**config.mk**
```make
export PLATFORM = sky130hd
export DESIGN_NAME = mult_div_unit
export DESIGN_NICKNAME = d
export VERILOG_FILES = /design/src/rtl/muldiv_pkg.sv /design/src/rtl/muldiv_abs.sv /design/src/rtl/mult_div_unit.sv
export SDC_FILE = /design/constraint.sdc
export NUM_CORES = 1
export LEC_CHECK = 0
export CORE_UTILIZATION = 52
export DETAILED_ROUTE_END_ITERATION = 10
export PLACE_DENSITY = 0.79
export SYNTH_ARGS = -nofsm -noshare
export SYNTH_HDL_FRONTEND = slang
export SYNTH_HIERARCHICAL = 1
export SYNTH_SLANG_ARGS = --single-unit
```
**constraint.sdc**
```tcl
create_clock -name clk_i -period 4.9 [get_ports clk_i]
set_clock_uncertainty 0.1 [all_clocks]
set_input_delay 0.49 -clock clk_i [delete_from_list [all_inputs] [get_ports clk_i]]
set_output_delay 0.49 -clock clk_i [all_outputs]
set_load 0.05 [all_outputs]
```
**src/rtl/muldiv_pkg.sv**
```systemverilog
// rtl/muldiv_pkg.sv - shared op/state types and counter sizing for mult_div_unit
package muldiv_pkg;

    localparam int N_BIT_DEFAULT = 32;

    typedef enum logic [1:0] {
        OP_MULT  = 2'd0,
        OP_MULTU = 2'd1,
        OP_DIV   = 2'd2,
        OP_DIVU  = 2'd3
    } muldiv_op_t;

    typedef enum logic [1:0] {
        IDLE   = 2'd0,
        RUN    = 2'd1,
        FINISH = 2'd2
    } muldiv_state_t;

    // One extra bit so the counter can represent N_BIT itself.
    function automatic int cnt_width(input int n);
        return $clog2(n) + 1;
    endfunction

    localparam int CNT_W_DEFAULT = cnt_width(N_BIT_DEFAULT);

endpackage

```
**src/rtl/muldiv_abs.sv**
```systemverilog
// rtl/muldiv_abs.sv - conditional two's-complement negate (magnitude at launch, sign fix at finish)
module muldiv_abs #(
    parameter int W = 32
) (
    input  logic         signed_en_i,
    input  logic         neg_i,
    input  logic [W-1:0] data_i,
    output logic [W-1:0] data_o
);

    assign data_o = (signed_en_i && neg_i) ? (~data_i + W'(1)) : data_i;

endmodule

```
**src/rtl/mult_div_unit.sv**
```systemverilog
// rtl/mult_div_unit.sv - iterative MULT/MULTU/DIV/DIVU with HI/LO; divide datapath present only with MULDIV_DIVIDE_EN
module mult_div_unit
    import muldiv_pkg::*;
#(
    parameter int N_BIT = N_BIT_DEFAULT
) (
    input  logic             clk_i,
    input  logic             rst_i,
    input  logic             start_i,
    input  logic [1:0]       op_i,
    input  logic [N_BIT-1:0] rs_data_i,
    input  logic [N_BIT-1:0] rt_data_i,
    input  logic             hi_we_i,
    input  logic             lo_we_i,
    input  logic [N_BIT-1:0] wdata_i,
    output logic             busy_o,
    output logic             done_o,
    output logic [N_BIT-1:0] hi_o,
    output logic [N_BIT-1:0] lo_o
);

    localparam int CW = cnt_width(N_BIT);
    localparam int AW = 2 * N_BIT + 1;

    muldiv_state_t    state_q, state_d;
    muldiv_op_t       op_q, op_d;
    logic [CW-1:0]    cnt_q, cnt_d;
    logic [AW-1:0]    acc_q, acc_d;
    logic [N_BIT-1:0] opnd_q, opnd_d;
    logic             neg_a_q, neg_a_d, neg_b_q, neg_b_d;
    logic [N_BIT-1:0] hi_q, hi_d, lo_q, lo_d;
    logic             busy_q, busy_d, done_q, done_d;

    logic             launch_signed, launch_div, res_signed, is_div_q;
    logic [N_BIT-1:0] mag_a, mag_b;
    logic [N_BIT:0]   mul_sum;
    logic [AW-1:0]    mul_pre, mul_next;
    logic [2*N_BIT-1:0] prod_fix;

    assign launch_signed = (op_i == OP_MULT) || (op_i == OP_DIV);
    assign launch_div    = (op_i == OP_DIV) || (op_i == OP_DIVU);
    assign res_signed    = (op_q == OP_MULT) || (op_q == OP_DIV);
    assign is_div_q      = (op_q == OP_DIV) || (op_q == OP_DIVU);

    muldiv_abs #(.W(N_BIT)) u_abs_a (
        .signed_en_i(launch_signed), .neg_i(rs_data_i[N_BIT-1]), .data_i(rs_data_i), .data_o(mag_a)
    );
    muldiv_abs #(.W(N_BIT)) u_abs_b (
        .signed_en_i(launch_signed), .neg_i(rt_data_i[N_BIT-1]), .data_i(rt_data_i), .data_o(mag_b)
    );
    muldiv_abs #(.W(2*N_BIT)) u_fix_prod (
        .signed_en_i(res_signed), .neg_i(neg_a_q ^ neg_b_q), .data_i(acc_q[2*N_BIT-1:0]), .data_o(prod_fix)
    );

    // Shift-add: multiplier sits in the low half and is consumed LSB first.
    assign mul_sum  = acc_q[AW-1:N_BIT] + {1'b0, opnd_q};
    assign mul_pre  = acc_q[0] ? {mul_sum, acc_q[N_BIT-1:0]} : acc_q;
    assign mul_next = {1'b0, mul_pre[AW-1:1]};

`ifdef MULDIV_DIVIDE_EN
    logic             div0_q, div0_d;
    logic [N_BIT:0]   div_trial;
    logic [AW-1:0]    div_next;
    logic [N_BIT-1:0] quo_fix, rem_fix;

    // Restoring step: remainder in the upper half, dividend shifts out as quotient shifts in.
    assign div_trial = acc_q[2*N_BIT-1:N_BIT-1] - {1'b0, opnd_q};
    assign div_next  = div_trial[N_BIT] ? {acc_q[AW-2:0], 1'b0}
                                        : {1'b0, div_trial[N_BIT-1:0], acc_q[N_BIT-2:0], 1'b1};

    muldiv_abs #(.W(N_BIT)) u_fix_quo (
        .signed_en_i(res_signed), .neg_i(neg_a_q ^ neg_b_q), .data_i(acc_q[N_BIT-1:0]), .data_o(quo_fix)
    );
    muldiv_abs #(.W(N_BIT)) u_fix_rem (
        .signed_en_i(res_signed), .neg_i(neg_a_q), .data_i(acc_q[2*N_BIT-1:N_BIT]), .data_o(rem_fix)
    );
`endif

    always_comb begin
        state_d = state_q;
        op_d    = op_q;
        cnt_d   = cnt_q;
        acc_d   = acc_q;
        opnd_d  = opnd_q;
        neg_a_d = neg_a_q;
        neg_b_d = neg_b_q;
        hi_d    = hi_q;
        lo_d    = lo_q;
        done_d  = 1'b0;
`ifdef MULDIV_DIVIDE_EN
        div0_d  = div0_q;
`endif
        unique case (state_q)
            IDLE: begin
                if (hi_we_i) hi_d = wdata_i;
                if (lo_we_i) lo_d = wdata_i;
                if (start_i) begin
                    op_d    = muldiv_op_t'(op_i);
                    neg_a_d = rs_data_i[N_BIT-1];
                    neg_b_d = rt_data_i[N_BIT-1];
                    cnt_d   = '0;
                    if (launch_div) begin
                        acc_d  = {{(N_BIT+1){1'b0}}, mag_a};
                        opnd_d = mag_b;
                    end else begin
                        acc_d  = {{(N_BIT+1){1'b0}}, mag_b};
                        opnd_d = mag_a;
                    end
`ifdef MULDIV_DIVIDE_EN
                    div0_d  = (rt_data_i == '0);
                    state_d = RUN;
`else
                    state_d = launch_div ? FINISH : RUN;
`endif
                end
            end
            RUN: begin
`ifdef MULDIV_DIVIDE_EN
                acc_d = is_div_q ? div_next : mul_next;
`else
                acc_d = mul_next;
`endif
                cnt_d = cnt_q + CW'(1);
                if (cnt_q == CW'(N_BIT - 1)) state_d = FINISH;
            end
            FINISH: begin
                done_d  = 1'b1;
                state_d = IDLE;
                if (!is_div_q) begin
                    {hi_d, lo_d} = prod_fix;
                end
`ifdef MULDIV_DIVIDE_EN
                else begin
                    lo_d = div0_q ? '1 : quo_fix;
                    hi_d = rem_fix;
                end
`endif
            end
            default: state_d = IDLE;
        endcase
        busy_d = (state_d != IDLE);
    end

    always_ff @(posedge clk_i or posedge rst_i) begin
        if (rst_i) begin
            state_q <= IDLE;
            op_q    <= OP_MULT;
            cnt_q   <= '0;
            acc_q   <= '0;
            opnd_q  <= '0;
            neg_a_q <= 1'b0;
            neg_b_q <= 1'b0;
            hi_q    <= '0;
            lo_q    <= '0;
            busy_q  <= 1'b0;
            done_q  <= 1'b0;
`ifdef MULDIV_DIVIDE_EN
            div0_q  <= 1'b0;
`endif
        end else begin
            state_q <= state_d;
            op_q    <= op_d;
            cnt_q   <= cnt_d;
            acc_q   <= acc_d;
            opnd_q  <= opnd_d;
            neg_a_q <= neg_a_d;
            neg_b_q <= neg_b_d;
            hi_q    <= hi_d;
            lo_q    <= lo_d;
            busy_q  <= busy_d;
            done_q  <= done_d;
`ifdef MULDIV_DIVIDE_EN
            div0_q  <= div0_d;
`endif
        end
    end

    assign busy_o = busy_q;
    assign done_o = done_q;
    assign hi_o   = hi_q;
    assign lo_o   = lo_q;

endmodule
```
==> flow_summary.toml, run 1 <==
[outcome]
status = "finished clean"

[route]
routed.top_layer = "met4"
drt-pass1-iter-count = 5
drt-total-wl_um = 42700
drc = 0
wl_met3_um = 2770
via_count = 12800
route.met2.wl_um = 20200
wire_per_inst_um = 20.9
wirelength_met1_um = 18600
via_per_inst = 6.27
ant_nets = 0
first_iter_violations = 1224

[placement]
io_buffers = 168
pre_cts_ws_ns = 1.52
dpl.hpwl_um = 32800
routabilityCongestion = 1.00

[floorplanning]
fp.coreArea_mm2 = 0.0246
die_area_mm2 = 0.0260
fp.dieH_um = 161
rows = 57
num_io_pins = 169
die_w_um = 161
initial_core_util_pct = 53.6

[pwr]
vdd_drop_max_uv = 420
power_density_mw_per_mm2 = 686
p_leak_nw = 6.28

[synth]
ys_ff_latch = 174
synthTopCellsByArea = "dfrtp_1, a21oi_1, xnor2_1, o21ai_0, xor2_1"
syn-num-nets = 1736
netlist_area_mm2 = 0.0132
yosysWarnings = 6
synthDominantCellAreaShare_pct = 33.0
synth_edf_count = 0
synth_top_cell_by_area = "dfrtp_1"
synthArstFlopShare_pct = 100
synth_cell_types = 75
dominantRegCellSynth = "dfrtp_1"
avgSynthCellArea_um2 = 8.26
yosysSeqAreaShare_pct = 33.0
netlist_instances = 1596

[sta]
max_slew.worst_pin.slew_ns = 1.10
rsz0062_at_grt = "no"
period_share_pct = 65.8
slew_headroom_pct = 26.5
finalSetupTns_ns = 0
final_hold_viol_count = 0
finalSetupViolations = 0
finalWorstPathRequiredPeriod_ns = 3.22
max_freq_ghz = 0.310
drv_slew = 0
fin_ws_ns = 1.68

[cts]
tritoncts = "yes"
holdBufCountCts = 0
clk_pin_slew_ns = 0.08
clock_path_buffers = 2
cts_buffers = 17
insertion_delay_ns = 0.45
cts_sinks = 174
postCtsSetupBuffers = 0
cts_resized = 0
cts.htree.levels = 4
cts-root-buf = "clkbuf_16"

[grt]
grt_overflow = 0
antenna_found_initial = 0
track_usage_pct = 33.1
grt_max_degree = 106
first_global_vias = 12000
grt_pass1_wl_um = 67200

[critical_path]
path_max_fanout = 10
endpoint_kind = "register"
crit_top_cell = "a21oi_1"
crit_slowest_cell = "nor4_1"
cp.buffers_inverters = 1
crit_arrival_ns = 3.49
setup.worst_path.class = "reg -> reg"
required_ns = 5.17
worst_setup_path_start_kind = "register"
max_stage_delay_ns = 0.73
crit_cells = 8
crit_path_cell_trace = "or4_4 -> nand2b_4 -> nor4_1 -> buf_4 -> a41oi_1 -> xor2_1 -> a21oi_1 -> a21oi_1"
worstRegToRegCells = 8
cpLargestDelayFamily = "simple AND/OR/NAND/NOR gates"

[finish]
drive_gt1_share_pct = 7.38
layout.nets = 1848
diodes = 0
syn_to_final_growth_pct = 18.8

[min_path]
holdCritPathClass = "reg -> reg"
hold_depth = 1

[flow_run]
maxCapViolations = 0
==> cell usage after synthesis (4+ instances only) <==
| cell | n |
|---|---|
| and2_1 | 6 |
| a211oi_1 | 6 |
| nor2b_1 | 67 |
| dfrtp_1 | 174 |
| nor2_1 | 135 |
| o21bai_1 | 7 |
| o21ai_0 | 129 |
| or4_1 | 10 |
| a31oi_1 | 23 |
| o31ai_1 | 24 |
| nor4_1 | 19 |
| o211ai_1 | 8 |
| a21o_1 | 9 |
| xor2_1 | 62 |
| o21a_1 | 4 |
| xnor2_1 | 80 |
| and3_1 | 7 |
| a21oi_1 | 245 |
| inv_1 | 30 |
| nor3_1 | 50 |
| mux2_2 | 29 |
| nand4_1 | 19 |
| mux2i_1 | 44 |
| buf_1 | 10 |
| nand2_1 | 102 |
| nand2b_1 | 13 |
| nor3b_1 | 5 |
| buf_2 | 15 |
| clkbuf_1 | 60 |
| a22oi_1 | 46 |
| or3_1 | 6 |
| o41ai_1 | 12 |
| ha_1 | 36 |
| buf_4 | 8 |
| nand3_1 | 26 |
| o21ai_1 | 7 |
==> cells in the final DEF, fill, tap and decap left out, types with 9 or more instances in the layout <==
cell type / instances
o31ai_1: 24
ha_1: 36
buf_4: 22
dfrtp_1: 174
nor4_1: 19
nor2b_1: 64
o21ai_0: 129
nand2b_1: 12
nand2_1: 102
clkbuf_16: 17
a22oi_1: 46
clkdlybuf4s50_1: 167
mux2i_1: 44
nand4_1: 19
a31oi_1: 23
mux2_2: 29
a21o_1: 9
or4_1: 10
xor2_1: 62
a21oi_1: 243
o41ai_1: 12
nor3_1: 50
inv_1: 29
nand3_1: 26
nor2_1: 135
xnor2_1: 80
==> cell families (layout without fill, tap and decap cells) <==
kind of cell    Yosys count  count (layout)  share of synthesized area, %
compound gates          550             550                          24.9
simple gates            491             491                          19.0
flops                   174             174                          33.0
xor+xnor                142             142                          9.44
buf+inv                 129             254                          4.27
mux                      73              73                          5.82
fa+ha+maj                37              37                          3.57
==> layer usage <==
metal,track usage (%),vias up
li1,-,6020
met4,10.2,0
met1,45.6,6184
met2,54.0,545
met3,4.42,72
met5,0,-
==> layout make-up <==
| cell class | instances | area [um^2] |
|---|---|---|
| multi-input cells | 1293 | 8300 |
| inverters | 30 | 116 |
| clock inverters | 14 | 170 |
| well taps | 324 | 405 |
| repair buffers | 192 | 1880 |
| flip-flops and latches | 174 | 4350 |
| fillers | 2127 | 8950 |
| clock buffers | 18 | 429 |
==> final timing paths <==
kind | from | endpoint | slack [ns]
worst min register to register | cnt_q[5] | cnt_q[5] | 0.37
max in group asynchronous | rst_i | opnd_q[17] | 3.24
min in group asynchronous | rst_i | hi_o[15] | 0.42
worst max register to register | acc_q[10] | hi_o[31] | 1.68
worst min-delay path | cnt_q[5] | cnt_q[5] | 0.37
worst max-delay path | acc_q[10] | hi_o[31] | 1.68
==> worst register-to-register path, cell delays in order (launching register included) <==
cell	delay, ns
dfrtp_1	0.47
or4_4	0.60
nand2b_4	0.22
nor4_1	0.73
buf_4	0.27
a41oi_1	0.14
xor2_1	0.35
a21oi_1	0.12
a21oi_1	0.16
==> state kept, by name, indices dropped and copies added (netlist names) <==
name     count
lo_o        32
state_q      2
done_o       1
neg_a_q      1
cnt_q        6
op_q         2
opnd_q      32
hi_o        32
neg_b_q      1
acc_q       64
busy_o       1
==> per-stage QoR <==
| step | cell area [um^2] | cells | hold slack, ns | utilization [%] | power [W] |
|---|---|---|---|---|---|
| 2_1_floorplan | 13200 | 1596 | 0.338 | - | 0.00724 |
| 4_1_cts | 15700 | 2045 | 0.375 | 63.6 | 0.0106 |
| 5_1_grt | 15700 | 2045 | 0.400 | 63.6 | 0.0114 |
| 3_5_place_dp | 15100 | 2013 | 0.358 | 61.2 | 0.00922 |
| 3_3_place_gp | 15100 | 2013 | 0.356 | 61.2 | 0.00910 |
| 6_report | 15700 | 2045 | 0.370 | 63.6 | 0.0107 |
==> report_power, final <==
group          leakage, nW  internal, W  switching [W]
registers             2.09      0.00209       0.000845
clock network        0.290     0.000733       0.000681
logic                 3.90      0.00231        0.00408
total                 6.28      0.00513        0.00561
No activity file was read; power rests on OpenSTA's default activity.
==> inputs of run 2 (changes only) <==
- clock period: 4.9 -> 2.8 ns (I/O delays scaled with it)
==> run 2 against run 1 <==
  * Global-route usage up 1.7 points
  * First-iteration DRC count increased by 12%
  * Register-to-register slack got worse by 1.6 ns
  * Combinational power grew 100%
  * Critical path type unchanged
==> flow_summary.toml, run 2 (synthesis results as in run 1) <==
[pwr]
power_density_mw_per_mm2 = 1180
power_frac_clock_pct = 12.0
p_seq_share_pct = 23.4
p_comb_share_pct = 64.6
p_switching_w = 0.0103
swShare_pct = 51.6
p_leak_nw = 6.97
vdd_drop_max_uv = 750
p_int_w = 0.00964

[route]
wire_per_inst_um = 20.7
drt-total-wl_um = 45000
drt-pass1-iter-count = 6
drc = 0
ant_nets = 0
via_count = 13600
first_iter_violations = 1374
via_per_inst = 6.24

[floorplanning]
die_area_mm2 = 0.0260
fp.coreArea_mm2 = 0.0246
die_w_um = 161
initial_core_util_pct = 53.6
num_io_pins = 169
rows = 57
fp.dieH_um = 161

[sta]
finalSetupViolations = 0
max_slew.worst_pin.slew_ns = 0.929
whs_ns = 0.201
slew_headroom_pct = 37.9
finalWorstPathRequiredPeriod_ns = 2.76
final_hold_viol_count = 0
drv_slew = 0
fin_ws_ns = 0.0392
period_share_pct = 98.6
rsz0062_at_grt = "yes"
max_freq_ghz = 0.362

[critical_path]
setup.worst_path.class = "reg -> reg"
endpoint_kind = "register"
crit_slowest_cell = "or4_4"
worst_setup_path_start_kind = "register"
max_stage_delay_ns = 0.64
cp.buffers_inverters = 0
cpLargestDelayFamily = "simple AND/OR/NAND/NOR gates"
crit_arrival_ns = 3.03
path_max_fanout = 10
crit_path_cell_trace = "or4_4 -> nand2b_4 -> or4_4 -> o41ai_4 -> xnor2_1 -> a21oi_1 -> a21oi_1"
required_ns = 3.07

[finish]
multiInputGateArea_mm2 = 0.00834
regArea_mm2 = 0.00435
final_cell_mix = "a21oi_1, dfrtp_1, clkdlybuf4s50_1"
drive_gt1_share_pct = 14.4
layout.nets = 1983
diodes = 0
nFillCells = 2062
layout.cells.most_common = "a21oi_1"
syn_to_final_growth_pct = 27.6
regMostFlops = "acc_q"
largest_register_ffs = 64

[cts]
holdBufCountCts = 0
clock_path_buffers = 2
cts_sinks = 174
tritoncts = "yes"
clk_pin_slew_ns = 0.08
cts-root-buf = "clkbuf_16"
insertion_delay_ns = 0.44
cts.htree.levels = 4
cts_buffers = 17

[grt]
grt_pass1_wl_um = 70500
track_usage_pct = 34.8
grt_overflow = 0
grt_max_degree = 98
antenna_found_initial = 1
first_global_vias = 12900

[min_path]
holdCritPathClass = "in -> async"

[placement]
pre_cts_ws_ns = -0.0624
dpl.hpwl_um = 35400
io_buffers = 168
routabilityCongestion = 0.987

[outcome]
status = "finished clean"

[flow_run]
maxCapViolations = 0
[run 2: what timing repair did]
item                       in CTS  in global routing
pin swaps                       0                  1
setup buffers                   0                  1
resized for setup               1                  5
setup endpoints to repair       1                 11
[run 2: metal layers]
layer,up-vias,wire [um],track usage (%)
li1,6308,-,-
met1,6491,18600,46.3
met2,673,21400,58.0
met3,117,3580,4.88
met4,2,1440,12.2
met5,-,10,0
[run 2: area by class of cell]
cell class / instances / share of cell area [%]
inverters: 30 / 0.692
clock inverters: 14 / 0.893
clock buffers: 17 / 2.53
repair buffers: 327 / 18.0
multi-input cells: 1293 / 49.6
well taps: 324 / 2.41
flip-flops and latches: 174 / 25.9
[run 2: power groups by stage]
stage	combinational, W	clock (W)	sequential, W
after floorplan	0.00650	0	0.00616
after global placement	0.0123	0	0.00463
after detailed placement	0.0125	0	0.00467
after CTS	0.0126	0.00238	0.00463
after global routing	0.0137	0.00248	0.00481
final	0.0129	0.00238	0.00467
[run 2: final timing paths]
| path | from | end | slack, ns | cells after the start |
|---|---|---|---|---|
| worst min register to register | cnt_q[5] | cnt_q[5] | 0.38 | 1 |
| worst min-delay path | rst_i | lo_o[21] | 0.20 | 2 |
| max in group asynchronous | rst_i | opnd_q[25] | 1.74 | 3 |
| min in group clk_i | op_i[1] | state_q[0] | 0.28 | 2 |
| worst max register to register | acc_q[10] | hi_o[20] | 0.04 | 7 |
| worst max-delay path | acc_q[10] | hi_o[20] | 0.04 | 7 |
[run 2: metrics by stage]
stage	utilization, %	std cells	total power (W)	cell area [um^2]	setup TNS [ns]
CTS	68.2	2178	0.0196	16800	0
global route	68.3	2179	0.0210	16800	-0.261
finish	68.3	2179	0.0199	16800	0
detailed placement	65.8	2147	0.0172	16200	-0.135
global placement	65.8	2147	0.0170	16200	-0.0999
floorplan	-	1596	0.0127	13200	0
